<file path="config.mk">
export PLATFORM = sky130hd
export DESIGN_NAME = quad_step_decoder
export DESIGN_NICKNAME = d
export VERILOG_FILES = /design/src/rtl/quad_step_decoder.sv
export SDC_FILE = /design/constraint.sdc
export NUM_CORES = 1
export LEC_CHECK = 0
export ABC_AREA = 1
export ABC_CLOCK_PERIOD_IN_PS = 1500
export CORE_AREA = 2 2 55 57
export CTS_BUF_LIST = sky130_fd_sc_hd__clkbuf_2
export DETAILED_ROUTE_END_ITERATION = 12
export DIE_AREA = 0 0 57 59
export HOLD_SLACK_MARGIN = 0.06
export PLACE_DENSITY = 0.82
export SYNTH_ARGS = -nofsm -noshare
export SYNTH_HDL_FRONTEND = slang
export SYNTH_SLANG_ARGS = --single-unit
</file>
<file path="constraint.sdc">
create_clock -name clk -period 1.5 [get_ports clk]
set_input_delay 0.225 -clock clk [delete_from_list [all_inputs] [get_ports clk]]
set_output_delay 0.225 -clock clk [all_outputs]
set_load 0.005 [all_outputs]
</file>
<file path="src/rtl/quad_step_decoder.sv">
// Quadrature encoder front end: synchronizes and de-glitches the A/B pins,
// tracks the Gray-code phase and issues one-cycle enable/up_down count
// commands to the downstream 8-bit counter. Double-bit phase jumps are
// reported through a sticky flag and a saturating counter.
module quad_step_decoder #(
  parameter int SYNC_STAGES = 2,
  parameter int FILTER_LEN  = 3
) (
  input  logic       clk,
  input  logic       reset,
  input  logic       quad_a,
  input  logic       quad_b,
  input  logic       clear_err,
  output logic       enable,
  output logic       up_down,
  output logic       err,
  output logic [7:0] err_cnt
);

  localparam logic [3:0] FC_MAX   = 4'(FILTER_LEN - 1);
  localparam logic [2:0] INIT_LEN = 3'(SYNC_STAGES);

  typedef enum logic {INIT, RUN} state_t;

  // Channel index 1 = A, 0 = B, so {x[1],x[0]} reads as the {A,B} phase.
  logic [1:0][SYNC_STAGES-1:0] sync;
  logic [1:0]                  s;
  logic [1:0]                  f;
  logic [1:0][3:0]             fc;
  logic [1:0]                  p;
  logic [2:0]                  init_cnt;
  state_t                      state, state_nxt;
  logic                        load_p;
  logic                        idle, init_done;
  logic [1:0]                  diff;
  logic                        step, illegal, dir, defer;

  assign s[1] = sync[1][SYNC_STAGES-1];
  assign s[0] = sync[0][SYNC_STAGES-1];

  // Synchronizer chains, one per channel.
  always_ff @(posedge clk) begin
    if (reset) begin
      sync <= '0;
    end else begin
      sync[1] <= {sync[1][SYNC_STAGES-2:0], quad_a};
      sync[0] <= {sync[0][SYNC_STAGES-2:0], quad_b};
    end
  end

  // Stability filter: a new level must persist FILTER_LEN samples to be taken.
  always_ff @(posedge clk) begin
    if (reset) begin
      f  <= '0;
      fc <= '0;
    end else begin
      for (int i = 0; i < 2; i++) begin
        if (s[i] != f[i]) begin
          if (fc[i] == FC_MAX) begin
            f[i]  <= s[i];
            fc[i] <= '0;
          end else begin
            fc[i] <= fc[i] + 4'd1;
          end
        end else begin
          fc[i] <= '0;
        end
      end
    end
  end

  assign idle      = (fc == '0) && (f == s);
  assign init_done = (init_cnt == INIT_LEN);

  // INIT dwell counter: guarantees the sync chain holds real pin levels
  // before idle is trusted, so pins parked at 11 never look like a jump.
  always_ff @(posedge clk) begin
    if (reset)                         init_cnt <= '0;
    else if (state == INIT && !init_done) init_cnt <= init_cnt + 3'd1;
  end

  // FSM state register.
  always_ff @(posedge clk) begin
    if (reset) state <= INIT;
    else       state <= state_nxt;
  end

  // FSM next state: leave INIT once both filters have settled.
  always_comb begin
    state_nxt = state;
    load_p    = 1'b0;
    case (state)
      INIT: if (init_done && idle) begin
        state_nxt = RUN;
        load_p    = 1'b1;
      end
      RUN:  state_nxt = RUN;
      default: state_nxt = INIT;
    endcase
  end

  // Phase step classification. For a single-bit change, forward (A leads)
  // is exactly prev_B xor new_A.
  assign diff    = f ^ p;
  assign step    = (state == RUN) && (diff == 2'b01 || diff == 2'b10);
  assign illegal = (state == RUN) && (diff == 2'b11);
  assign dir     = p[0] ^ f[1];
  // A step arriving right behind a pulse is held for one cycle (p not
  // advanced) so enable never goes high two cycles in a row.
  assign defer   = step && enable;

  // Previous-phase register.
  always_ff @(posedge clk) begin
    if (reset)                              p <= '0;
    else if (load_p || (state == RUN && !defer)) p <= f;
  end

  // Count command outputs.
  always_ff @(posedge clk) begin
    if (reset) begin
      enable  <= 1'b0;
      up_down <= 1'b1;
    end else begin
      enable <= step && !enable;
      if (step && !enable) up_down <= dir;
    end
  end

  // Error reporting; an illegal event beats a simultaneous clear.
  always_ff @(posedge clk) begin
    if (reset) begin
      err     <= 1'b0;
      err_cnt <= '0;
    end else if (illegal) begin
      err <= 1'b1;
      if (clear_err)              err_cnt <= 8'd1;
      else if (err_cnt != 8'hFF)  err_cnt <= err_cnt + 8'd1;
    end else if (clear_err) begin
      err     <= 1'b0;
      err_cnt <= '0;
    end
  end

endmodule

</file>
==> metrics.yaml <==
routing:
  first_pass_iters: 4
  drc: 0
  drt_iter0_markers: 39
  avgRoutedWirePerCell_um: 10.0
  ant_nets: 0
  routed_wirelength_mm: 2.74
  viasPerCell: 4.88
  dr_total_vias: 1337
cts:
  cts_buffer_depth: 2
  path_clk_slew_ns: 0.16
  htree_levels: 2
  tritoncts: "yes"
  clk_latency_ns: 0.35
  cts-root-buf: "clkbuf_2"
  cts_hold_buffers: 0
  cts_buffers: 5
  clkSinkCount: 31
worst_setup_path:
  critPathKind: "reg -> out"
  worstPathArrival_ns: 1.22
  crit_required_ns: 1.27
  slowest_stage: "clkdlybuf4s50_1"
  cpLargestDelayFamily: "buffers and inverters"
  crit_chain: "clkdlybuf4s50_1"
  worstPathMaxFanout: 2
  path_buf_inv: 1
  slowest_delay_ns: 0.50
  end_kind: "primary output"
  worstSetupStartpointType: "flop"
sta:
  hold_viol_final: 0
  finalSetupViolations: 0
  fin_skew_ns: 0.0125
  min_period_ns: 1.44
  fin_tns_setup_ns: 0
  relSlewSlack_pct: 76.2
  rsz0062_at_grt: "true"
  finalCritPeriodShare_pct: 96.2
  drv_slew: 0
  max_slew.worst_pin.slew_ns: 0.356
  fmaxAchievable_ghz: 0.693
floorplanning:
  die_w_um: 57
  fp.coreArea_um2: 2710
  io_pins: 16
  fp.dieH_um: 59
  dieArea_um2: 3360
  initial_core_util_pct: 56.7
  rows: 19
layout:
  layoutNonFillerInstCount: 274
  synthToLayoutAreaGrowth_pct: 25.1
  layout.nets: 257
  antennaDiodeCount: 0
  fin_area_um2: 1920
  drive_gt1_share_pct: 19.8
  fill_cells: 220
status:
  status: "complete, no violations"
run:
  max-cap-violations: 0
synthesis:
  syn_inst: 207
  syn_avg_cell_area_um2: 7.43
  synth.yosys.warnings: 0
  ys_seq_area_share_pct: 40.4
  synth_nets: 222
  synth_cell_types: 25
  syn-cell-area_um2: 1540
  ys_ff_latch: 31
placed_design:
  dp_hpwl_mm: 1.97
  port_buffers: 15
  place_congestion: 0.921
  dpl-instance-area_um2: 1760
  dp_cells: 258
global_route:
  antenna_found_initial: 0
  grt_max_degree: 14
  grt-ovfl-total: 0
  grt_pass1_wl_mm: 4.45
  grt.total_usage_pct: 17.2
  grt_pass1_vias: 1114
pwr:
  peakVddDrop_mv: 0.700
  powerDensity_nw_per_um2: 858
  leakagePower_nw: 0.962
  total_power_mw: 1.65
min_path:
  min_path_type: "in -> reg"
## routing by layer
metal | track usage, % | vias to the layer above | share of wire [%]
met1 | 19.4 | 594 | 44
met5 | 0 | - | 0
met4 | 4.98 | 0 | 0.66
met3 | 6.55 | 2 | 3.6
li1 | - | 719 | -
met2 | 30.5 | 22 | 51
## report_power, final
part	internal, mW	switching (mW)	leakage [nW]	total, mW
sequential	0.889	0.0530	0.260	0.942
combinational	0.150	0.177	0.678	0.327
clock	0.104	0.277	0.0241	0.381
total	1.14	0.507	0.962	1.65
## state kept, by name, summed over array words and instances, names as in the netlist
register	flops
up_down	1
p	2
enable	1
fc	8
err	1
err_cnt	8
init_cnt	3
f	2
sync	2
s	2
state	1
## logic make-up after synthesis
family          share of synthesized area (%)
xor+xnor                                 3.99
buf+inv                                  9.52
compound gates                           7.81
flops                                    40.4
fa+ha+maj                                8.14
simple gates                             30.2
## path summary, 6_finish.rpt
check                           cells past startpoint  slack (ns)         end  startpoint
worst max-delay path                                1        0.06  err_cnt[2]  err_cnt[2]
worst min register to register                      2        0.42        s[1]     sync[2]
worst min-delay path                                3        0.37     sync[2]      quad_a
worst max register to register                     11        0.12  err_cnt[5]  err_cnt[0]
## synthesized netlist by cell type
cell	instances	area, um2
nand2_1	40	150
inv_1	33	124
dfxtp_1	31	621
nor2_1	28	105
nand3_1	18	90.1
a21oi_1	15	75.1
ha_1	10	125
o21ai_0	6	30.0
xor2_1	4	35.0
nand4_1	3	18.8
xnor2_1	3	26.3
nand2_2	2	12.5
nand2_4	2	22.5
buf_6	1	11.3
clkbuf_1	1	3.75
clkinv_1	1	3.75
inv_2	1	3.75
nand3_2	1	10.0
nand3_4	1	17.5
nor2_2	1	6.26
nor2_8	1	20.0
nor3_1	1	5.00
o211ai_1	1	7.51
o21a_1	1	7.51
or2_2	1	6.26
## area by class of cell
class	instances	area (um2)	share of cell area, %
Inverter	35	131	6.83
Multi-Input combinational cell	139	796	41.4
Sequential cell	31	646	33.6
Clock inverter	3	15.0	0.781
Clock buffer	5	25.0	1.30
Tap cell	31	38.8	2.02
Timing Repair Buffer	30	272	14.1
## stage by stage
| stage | hold slack [ns] | utilization (%) | setup slack, ns |
|---|---|---|---|
| 2_1_floorplan | 0.332 | - | 0.164 |
| 5_1_grt | 0.349 | 71.0 | -0.0213 |
| 4_1_cts | 0.350 | 68.0 | 0.00150 |
| 6_report | 0.369 | 71.0 | 0.0567 |
| 3_5_place_dp | 0.397 | 65.1 | 0.0682 |
| 3_3_place_gp | 0.389 | 65.1 | 0.108 |
## cell usage in the layout, fill, tap and decap left out, types with 2 or more instances in the layout
master	instances
nand3_1	18
ha_1	9
clkinv_1	3
buf_4	15
inv_2	2
o21ai_0	6
xnor2_1	3
dfxtp_4	3
dfxtp_1	17
clkdlybuf4s50_1	10
nand2_4	3
dlymetal6s2s_1	4
nand2_1	40
xor2_1	4
dfxtp_2	11
a21oi_1	15
nor2_1	27
nand4_1	3
inv_1	32
clkbuf_2	5
## what timing repair did
| item | 4_1_cts | 5_1_grt |
|---|---|---|
| buffers inserted | 4 | 4 |
| gates resized for setup | 8 | 20 |
| pin swaps | 0 | 5 |
| endpoints found under the setup margin | 7 | 10 |
| hold endpoints to repair | 0 | 0 |
## worst reg2reg max path, cell delays in order, from the launching register on
cell and delay (ns):
dfxtp_2 0.36, buf_4 0.12, ha_4 0.14, nand2_4 0.06
nor2_8 0.14, nand3_4 0.09, nand2_4 0.12, nand2_4 0.08
nand2_1 0.06, nand2_1 0.04, nand2_1 0.05, inv_1 0.03
No activity file was read; power rests on OpenSTA's default activity.
